===== src/rtl/scarv_cop_issue_ctrl_if.sv =====
// Bus bundle between the issue controller, the host core's coprocessor
// port, the instruction decoder and the functional units.
// slave  : the issue controller's view.
// master : the surrounding environment's view (core, decoder, FUs).
interface scarv_cop_issue_ctrl_if;
  // Core instruction channel
  logic        cpu_insn_req;
  logic        cpu_insn_ack;
  logic [31:0] cpu_insn_enc;

  // Core response channel
  logic        cpu_rsp_valid;
  logic        cpu_rsp_ack;
  logic [1:0]  cpu_rsp_status;

  // Decoder
  logic [31:0] id_encoded;
  logic        id_exception;
  logic [8:0]  id_class;
  logic        id_cprs_init;

  // Functional units and register-file clear
  logic [8:0]  fu_ivalid;
  logic [8:0]  fu_idone;
  logic        crf_init_en;
  logic [3:0]  crf_init_addr;

  modport slave (
    input  cpu_insn_req, cpu_insn_enc, cpu_rsp_ack,
    input  id_exception, id_class, id_cprs_init, fu_idone,
    output cpu_insn_ack, cpu_rsp_valid, cpu_rsp_status,
    output id_encoded, fu_ivalid, crf_init_en, crf_init_addr
  );

  modport master (
    output cpu_insn_req, cpu_insn_enc, cpu_rsp_ack,
    output id_exception, id_class, id_cprs_init, fu_idone,
    input  cpu_insn_ack, cpu_rsp_valid, cpu_rsp_status,
    input  id_encoded, fu_ivalid, crf_init_en, crf_init_addr
  );
endinterface


===== src/rtl/scarv_cop_issue_ctrl.sv =====
// SCARV coprocessor instruction issue controller.
// Accepts one instruction at a time, holds it for the combinational decoder,
// dispatches it to the selected functional unit (or runs the register-file
// clear sequence), enforces a completion timeout and returns a status.
// Every output is either a register or a decode of the state register, so
// there is no combinational path from any input to any output.
module scarv_cop_issue_ctrl #(
  parameter int TIMEOUT_CYCLES = 255,
  parameter int NUM_CPRS       = 16
) (
  input  logic                        g_clk,
  input  logic                        g_resetn,
  scarv_cop_issue_ctrl_if.slave       bus
);

  localparam logic [7:0] CNT_LAST  = 8'(TIMEOUT_CYCLES - 1);
  localparam logic [3:0] ADDR_LAST = 4'(NUM_CPRS - 1);

  localparam logic [1:0] ST_OK      = 2'b00;
  localparam logic [1:0] ST_ILLEGAL = 2'b01;
  localparam logic [1:0] ST_TIMEOUT = 2'b10;

  typedef enum logic [2:0] {
    S_IDLE,
    S_DECODE,
    S_WAIT,
    S_INIT,
    S_RESP
  } state_t;

  state_t      state_q,  state_d;
  logic [31:0] enc_q,    enc_d;
  logic [8:0]  ivalid_q, ivalid_d;
  logic [1:0]  status_q, status_d;
  logic [7:0]  cnt_q,    cnt_d;
  logic [3:0]  addr_q,   addr_d;

  logic        class_onehot;
  logic        fu_done;

  // A class vector is usable only with exactly one bit set.
  assign class_onehot = (bus.id_class != 9'd0) &&
                        ((bus.id_class & (bus.id_class - 9'd1)) == 9'd0);

  // Completion pulses from units other than the issued one are ignored.
  assign fu_done = |(bus.fu_idone & ivalid_q);

  // Next-state and datapath update; every register holds by default.
  always_comb begin
    state_d  = state_q;
    enc_d    = enc_q;
    ivalid_d = ivalid_q;
    status_d = status_q;
    cnt_d    = cnt_q;
    addr_d   = addr_q;
    unique case (state_q)
      S_IDLE: begin
        // The ready side is high in IDLE, so a request alone is an accept.
        if (bus.cpu_insn_req) begin
          enc_d   = bus.cpu_insn_enc;
          state_d = S_DECODE;
        end
      end
      S_DECODE: begin
        if (bus.id_exception) begin
          status_d = ST_ILLEGAL;
          state_d  = S_RESP;
        end else if (bus.id_cprs_init) begin
          // Init needs no functional unit, so the class vector is irrelevant.
          addr_d  = 4'd0;
          state_d = S_INIT;
        end else if (!class_onehot) begin
          status_d = ST_ILLEGAL;
          state_d  = S_RESP;
        end else begin
          ivalid_d = bus.id_class;
          cnt_d    = 8'd0;
          state_d  = S_WAIT;
        end
      end
      S_WAIT: begin
        cnt_d = cnt_q + 8'd1;
        // Done is tested first so a completion on the last cycle still wins.
        if (fu_done) begin
          status_d = ST_OK;
          ivalid_d = 9'd0;
          state_d  = S_RESP;
        end else if (cnt_q == CNT_LAST) begin
          status_d = ST_TIMEOUT;
          ivalid_d = 9'd0;
          state_d  = S_RESP;
        end
      end
      S_INIT: begin
        if (addr_q == ADDR_LAST) begin
          addr_d   = 4'd0;
          status_d = ST_OK;
          state_d  = S_RESP;
        end else begin
          addr_d = addr_q + 4'd1;
        end
      end
      S_RESP: begin
        if (bus.cpu_rsp_ack) state_d = S_IDLE;
      end
      default: state_d = S_IDLE;
    endcase
  end

  // State and datapath registers; reset drops any in-flight instruction.
  always_ff @(posedge g_clk or negedge g_resetn) begin
    if (!g_resetn) begin
      state_q  <= S_IDLE;
      enc_q    <= 32'd0;
      ivalid_q <= 9'd0;
      status_q <= 2'b00;
      cnt_q    <= 8'd0;
      addr_q   <= 4'd0;
    end else begin
      state_q  <= state_d;
      enc_q    <= enc_d;
      ivalid_q <= ivalid_d;
      status_q <= status_d;
      cnt_q    <= cnt_d;
      addr_q   <= addr_d;
    end
  end

  assign bus.cpu_insn_ack   = (state_q == S_IDLE);
  assign bus.cpu_rsp_valid  = (state_q == S_RESP);
  assign bus.cpu_rsp_status = status_q;
  assign bus.id_encoded     = enc_q;
  assign bus.fu_ivalid      = ivalid_q;
  assign bus.crf_init_en    = (state_q == S_INIT);
  assign bus.crf_init_addr  = addr_q;

endmodule


===== src/flat_wrapper.sv =====
// flat-port wrapper written by rule: the top's interface ports become plain ports
module scarv_cop_issue_ctrl_flat 
#(
  parameter int TIMEOUT_CYCLES = 255,
  parameter int NUM_CPRS       = 16
)
  (g_clk, g_resetn, bus_cpu_insn_req, bus_cpu_insn_enc, bus_cpu_rsp_ack, bus_id_exception, bus_id_class, bus_id_cprs_init, bus_fu_idone, bus_cpu_insn_ack, bus_cpu_rsp_valid, bus_cpu_rsp_status, bus_id_encoded, bus_fu_ivalid, bus_crf_init_en, bus_crf_init_addr);
  scarv_cop_issue_ctrl_if bus_i ();
  input  logic g_clk;
  input  logic g_resetn;
  input wire logic [$bits(bus_i.cpu_insn_req)-1:0] bus_cpu_insn_req;
  input wire logic [$bits(bus_i.cpu_insn_enc)-1:0] bus_cpu_insn_enc;
  input wire logic [$bits(bus_i.cpu_rsp_ack)-1:0] bus_cpu_rsp_ack;
  input wire logic [$bits(bus_i.id_exception)-1:0] bus_id_exception;
  input wire logic [$bits(bus_i.id_class)-1:0] bus_id_class;
  input wire logic [$bits(bus_i.id_cprs_init)-1:0] bus_id_cprs_init;
  input wire logic [$bits(bus_i.fu_idone)-1:0] bus_fu_idone;
  output wire logic [$bits(bus_i.cpu_insn_ack)-1:0] bus_cpu_insn_ack;
  output wire logic [$bits(bus_i.cpu_rsp_valid)-1:0] bus_cpu_rsp_valid;
  output wire logic [$bits(bus_i.cpu_rsp_status)-1:0] bus_cpu_rsp_status;
  output wire logic [$bits(bus_i.id_encoded)-1:0] bus_id_encoded;
  output wire logic [$bits(bus_i.fu_ivalid)-1:0] bus_fu_ivalid;
  output wire logic [$bits(bus_i.crf_init_en)-1:0] bus_crf_init_en;
  output wire logic [$bits(bus_i.crf_init_addr)-1:0] bus_crf_init_addr;
  assign bus_i.cpu_insn_req = bus_cpu_insn_req;
  assign bus_i.cpu_insn_enc = bus_cpu_insn_enc;
  assign bus_i.cpu_rsp_ack = bus_cpu_rsp_ack;
  assign bus_i.id_exception = bus_id_exception;
  assign bus_i.id_class = bus_id_class;
  assign bus_i.id_cprs_init = bus_id_cprs_init;
  assign bus_i.fu_idone = bus_fu_idone;
  assign bus_cpu_insn_ack = bus_i.cpu_insn_ack;
  assign bus_cpu_rsp_valid = bus_i.cpu_rsp_valid;
  assign bus_cpu_rsp_status = bus_i.cpu_rsp_status;
  assign bus_id_encoded = bus_i.id_encoded;
  assign bus_fu_ivalid = bus_i.fu_ivalid;
  assign bus_crf_init_en = bus_i.crf_init_en;
  assign bus_crf_init_addr = bus_i.crf_init_addr;
  scarv_cop_issue_ctrl #(.TIMEOUT_CYCLES(TIMEOUT_CYCLES), .NUM_CPRS(NUM_CPRS)) u_core (.g_clk(g_clk), .g_resetn(g_resetn), .bus(bus_i));
endmodule

===== config.mk =====
export PLATFORM = sky130hd
export DESIGN_NAME = scarv_cop_issue_ctrl_flat
export DESIGN_NICKNAME = d
export VERILOG_FILES = /design/src/rtl/scarv_cop_issue_ctrl_if.sv /design/src/rtl/scarv_cop_issue_ctrl.sv /design/src/flat_wrapper.sv
export SDC_FILE = /design/constraint.sdc
export NUM_CORES = 1
export LEC_CHECK = 0
export BUFFER_PORTS_ARGS = -buffer_cell sky130_fd_sc_hd__buf_2
export CAP_MARGIN = 20
export CELL_PAD_IN_SITES_DETAIL_PLACEMENT = 0
export CELL_PAD_IN_SITES_GLOBAL_PLACEMENT = 2
export CORE_MARGIN = 2
export CORE_UTILIZATION = 32
export CTS_BUF_LIST = sky130_fd_sc_hd__clkbuf_16
export DETAILED_ROUTE_END_ITERATION = 10
export PLACE_DENSITY = 0.87
export SLEW_MARGIN = 25
export SYNTH_ARGS = -nofsm -noshare
export SYNTH_HDL_FRONTEND = slang
export SYNTH_SLANG_ARGS = --single-unit
export TNS_END_PERCENT = 100

===== constraint.sdc =====
create_clock -name g_clk -period 3.3 [get_ports g_clk]
set_clock_uncertainty 0.15 [all_clocks]
set_input_delay 0.66 -clock g_clk [delete_from_list [all_inputs] [get_ports g_clk]]
set_output_delay 0.66 -clock g_clk [all_outputs]
set_load 0.02 [all_outputs]

Yosys cells after proc, flatten, opt, wreduce, memory -nomap -nowiden
Index checks and enable logic that the tools add are counted.
Word-level totals
  register bits after elaboration: 58
  output and inout bits: 50
  word-level logic and storage cells: 71
Operators by class
  add/sub/neg operators: 3
  equal/unequal tests: 16
  mux-type cells: 30
  bitwise logic cells: 2
  reduce and logical (&&, ||, !) cells: 14
Operators with widths (count)
  9-bit two-way mux: 5
  3-bit two-way mux: 8
  8-bit two-way mux: 3
  9-bit bitwise AND: 2
  9-bit case mux with 2 select lines: 1
  8-bit case mux with 2 select lines: 1
  3-bit case mux with 5 select lines: 1
  2-bit two-way mux: 6
  4-bit two-way mux: 3
  2-bit != test, second input constant: 5
  5-bit AND reduction: 2
  9-bit zero test: 1
  9-bit nonzero test: 1
  9-bit OR reduction: 1
  9-bit by 1-bit subtractor with 9-bit output, second input constant: 1
  8-bit by 1-bit adder with 8-bit output, second input constant: 1
  8-bit == test, second input constant: 1
  4-bit case mux with 2 select lines: 1
  4-bit AND reduction: 2
  3-bit by 2-bit == test with 1-bit output, second input constant: 2
  3-bit != test, second input constant: 2
  2-bit case mux with 3 select lines: 1
  4-bit by 1-bit adder with 4-bit output, second input constant: 1
  4-bit == test, second input constant: 1
  10 further kinds: 12

Depth between registers and ports, before layout
  depth in word-level cells: 8
  gate-level depth with buffers: 8
  gate-level depth less buffers: 7

Worst setup path before layout
No wires, ideal clock.
  path type: input-to-reg
  start: input bus_id_class[1]
  end: register u_core.ivalid_q[8], in the netlist u_core.bus.fu_ivalid[8]
  library setup time: 126 ps
  arrival time: 2001 ps
  data required time: 3024 ps
  path slack: 1023 ps
  stages: 6
  path through: nor4_4 -> or4b_1 -> o211ai_2 -> buf_4 -> a21oi_1 -> a221o_1
Between the ends
  cells in the longest elaborated chain, start to end: 6
  elaborated cells on any way between the ends: 7
  classes of those cells: 1 x add/sub; 1 x eq/ne; 1 x bitwise; 4 x reduce/logical
RTL lines
  from (decl): line flat_wrapper.sv:15  | input wire logic [$bits(bus_i.id_class)-1:0] bus_id_class;
  9-bit by 1-bit subtractor with 9-bit output: line scarv_cop_issue_ctrl.sv:43  | ((bus.id_class & (bus.id_class - 9'd1)) == 9'd0);
  9-bit bitwise AND: line scarv_cop_issue_ctrl.sv:43
  9-bit zero test: line scarv_cop_issue_ctrl.sv:43
  1-bit logical AND (*): line scarv_cop_issue_ctrl.sv:42  | assign class_onehot = (bus.id_class != 9'd0) &&
  2-bit by 1-bit != test with 1-bit output (no source line) (*)
  5-bit AND reduction (no source line) (*)
  to (signal assigned): line scarv_cop_issue_ctrl.sv:122  | ivalid_q <= ivalid_d;
  to (decl): line scarv_cop_issue_ctrl.sv:33  | logic [8:0] ivalid_q, ivalid_d;
Mark *: on every way between the ends. The rest lies on a longest branch, timed or not.
A chain may end at the register's enable or synchronous reset.

Worst setup path in the final report
  start: input bus_id_class[1]
  end: register u_core.status_q[1], in the netlist u_core.bus.cpu_rsp_status[1]
Between the ends
  cells in the longest elaborated chain, start to end: 6
  elaborated cells on any way between the ends: 7
  classes of those cells: 1 x add/sub; 1 x eq/ne; 1 x bitwise; 4 x reduce/logical
RTL lines
  9-bit by 1-bit subtractor with 9-bit output: line scarv_cop_issue_ctrl.sv:43
  9-bit bitwise AND: line scarv_cop_issue_ctrl.sv:43
  9-bit zero test: line scarv_cop_issue_ctrl.sv:43
  1-bit logical AND (*): line scarv_cop_issue_ctrl.sv:42
  3-bit != test (no source line) (*)
  5-bit AND reduction (no source line) (*)
  to (signal assigned): line scarv_cop_issue_ctrl.sv:123  | status_q <= status_d;
  to (decl): line scarv_cop_issue_ctrl.sv:34  | logic [1:0] status_q, status_d;
Marks and branches as above.

==> impl_metrics.ini <==
[detailed_routing]
vias = 2128
drt_iter0_drc = 58
wl_per_cell_um = 14.2
drcViolationCount = 0
avgViaCountPerCell = 4.83
dr.pass1.iters = 4
wl_um = 6250
drtAntennaViolNets = 0

[timing]
finalHoldViolations = 0
fin_crit_sh_pct = 73.3
fin_crit_ns = 2.42
tightest_slew_ns = 0.756
setup_ws_ns = 0.883
fmax_mhz = 414
slew_headroom_pct = 49.6
setup_tns_ns = 0
slew_violations = 0
rsz0062_at_grt = no
setup_viol = 0

[placement]
dp.cells = 425
portBuffers = 105
dp_hpwl_um = 4580
gp_congestion = 0.726
post-place-ws_ns = 0.569

[setup_path]
cpPeakStageDelay_ns = 0.48
path_class = input pin to flip-flop
timing.rr.end = u_core.bus.cpu_rsp_status[1]
crit_arrival_ns = 2.46
rr_startpoint = u_core.state_q[0]
path_max_fanout = 12
cp_slowest_cell = a211oi_1
cp-end-kind = flip-flop
worstPathRequired_ns = 3.34
r2r_setup_slack_ns = 1.03
path_cells = buf_2 > nor4_4 > xor2_1 > o211ai_2 > a211oi_1 > mux2_2
cp-start-kind = input pin
reg2regPathDepth = 7

[run_status]
status = complete, no violations

[power]
p_per_area_mw_per_mm2 = 1020
p_seq_share_pct = 35.3
switchingPower_mw = 1.36
p_sw_share_pct = 36.9
p_int_mw = 2.33
max-vdd-ir-drop_mv = 0.445
cellLeakagePower_nw = 1.75
comb_power_share_pct = 38.2
clkPwrFrac_pct = 26.6

[layout]
syn_to_final_growth_pct = 34.8
diodes = 0
final_util_pct = 44.2
drive_gt1_share_pct = 50.6
final_common_cell = buf_2
fin_cells = 441
final_cell_mix = buf_2 (105), dfrtp_1 (58), mux2_2 (34)
nets = 390

[die]
start_util_pct = 32.8
core_mm2 = 0.00818
die-height_um = 95.6
ios = 106
rows = 33
die_w_um = 95.6
die_area_mm2 = 0.00914

[clock_tree]
ctsHoldBuffers = 0
ctsHtreeMaxLevel = 3
cts_buffers = 9
clk_latency_ns = 0.32
clkTransAtPathRegs_ns = 0.06
cts_buffer_depth = 2
cts-root-buf = clkbuf_16
cts_sinks = 58
cts_tree = yes
postCtsSetupRepairBufs = 0
post_cts_resize_count = 0

[global_routing]
grt_max_degree = 59
grt_pass1_wl_um = 10000
grt_antenna_before_repair = 0
grt_pass1_vias = 2033
grt_overflow = 0
grt_usage_pct = 14.2

[min_path]
min_path_type = input pin to async pin

[yosys]
synth_nets = 280
synth-seq-area-share_pct = 54.1
synth_area_per_cell_um2 = 12.1
synth_seq_cells = 58
ys_warn_count = 0
synth_cell_types = 41
synth_cells = 221
syn_area_mm2 = 0.00268

[flow_run]
maxCapViolations = 0
-- worst max-delay path, delay by kind of cell --
kind / cells / cell delay [ns]
AOI/OAI and AO/OA: 2 / 0.75
xor gates and xnor gates: 1 / 0.20
buffers and inverters: 1 / 0.13
muxes: 1 / 0.38
and+or+nand+nor: 1 / 0.33
-- cell families after synthesis --
logic type | after synthesis | synth area share [%]
simple gates | 64 | 13.1
flops | 58 | 54.1
compound gates | 44 | 12.2
mux | 34 | 14.3
buf+inv | 12 | 2.98
xor+xnor | 6 | 1.96
fa+ha+maj | 3 | 1.40
-- cells in the mapped netlist, drive strengths merged --
cell type,n,area [um^2]
o221a,1,11.3
a21o,3,22.5
a211oi,3,22.5
o21ai,7,35.0
clkbuf,2,7.51
nor4,1,21.3
nor3b,1,12.5
nor4b,1,15.0
nor3,3,15.0
nand4b,1,8.76
nor2b,4,32.5
xnor2,1,8.76
nand2b,4,25.0
and2,4,27.5
a311oi,1,15.0
nand4,4,25.0
and3,1,6.26
a22o,1,8.76
nor2,12,45.0
inv,2,7.50
nand3,2,10.0
dfrtp,58,1450
o32a,1,10.0
o22ai,1,6.26
a221o,9,90.1
ha,3,37.5
xor2,5,43.8
or2,2,12.5
nand2,23,86.3
or4b,1,10.0
a22oi,5,37.5
a21oi,11,55.1
buf,8,65.1
o211ai,1,12.5
mux2,34,383
-- state kept, by name, summed over array words and instances, names as in the netlist --
register and count:
u_core.bus.crf_init_addr 4, u_core.bus.cpu_rsp_status 2, u_core.cnt_q 8, u_core.bus.fu_ivalid 9, u_core.bus.id_encoded 32, u_core.state_q 3
-- area by class of cell --
type	count	area (um^2)
flip-flops and latches	58	1450
multi-input cells	151	1150
well taps	105	131
fillers	789	4560
repair buffers	109	556
inverters	2	7.51
clock buffers	9	225
clock inverters	7	93.8
-- worst max-delay path by stage --
stage,start,end,slack (ns),cells after the start
after floorplan,bus_id_class[1],u_core.bus.fu_ivalid[8],1.02,6
after CTS,bus_id_class[1],u_core.bus.cpu_rsp_status[1],0.90,6
final,bus_id_class[1],u_core.bus.cpu_rsp_status[1],0.88,6
after detailed placement,bus_id_class[1],u_core.bus.cpu_rsp_status[1],0.57,6
after global placement,bus_id_class[1],u_core.bus.cpu_rsp_status[1],0.65,6
after global routing,bus_id_class[1],u_core.bus.cpu_rsp_status[1],0.74,6
-- metal layers --
layer	up-vias	track usage (%)	part of all wire (%)
met5	-	0	0
met3	4	4.43	8.3
met2	82	21.4	46
li1	1030	-	-
met1	1012	19.3	45
met4	0	5.00	0.46
-- power by group through the flow --
stage | sequential, mW | combinational (mW) | clock [mW]
after floorplan | 1.61 | 0.627 | 0
after global placement | 1.30 | 1.41 | 0
after detailed placement | 1.31 | 1.43 | 0
after CTS | 1.30 | 1.43 | 1.01
after global routing | 1.36 | 1.54 | 1.04
final | 1.30 | 1.41 | 0.979
-- metrics by stage --
step,instance area (um^2),hold WS [ns],total power [mW]
2_1_floorplan,2680,0.214,2.24
3_3_place_gp,3300,0.334,2.71
3_5_place_dp,3300,0.340,2.74
4_1_cts,3620,0.352,3.75
5_1_grt,3620,0.359,3.94
6_report,3620,0.334,3.68
(Power assumes the default switching activity.)
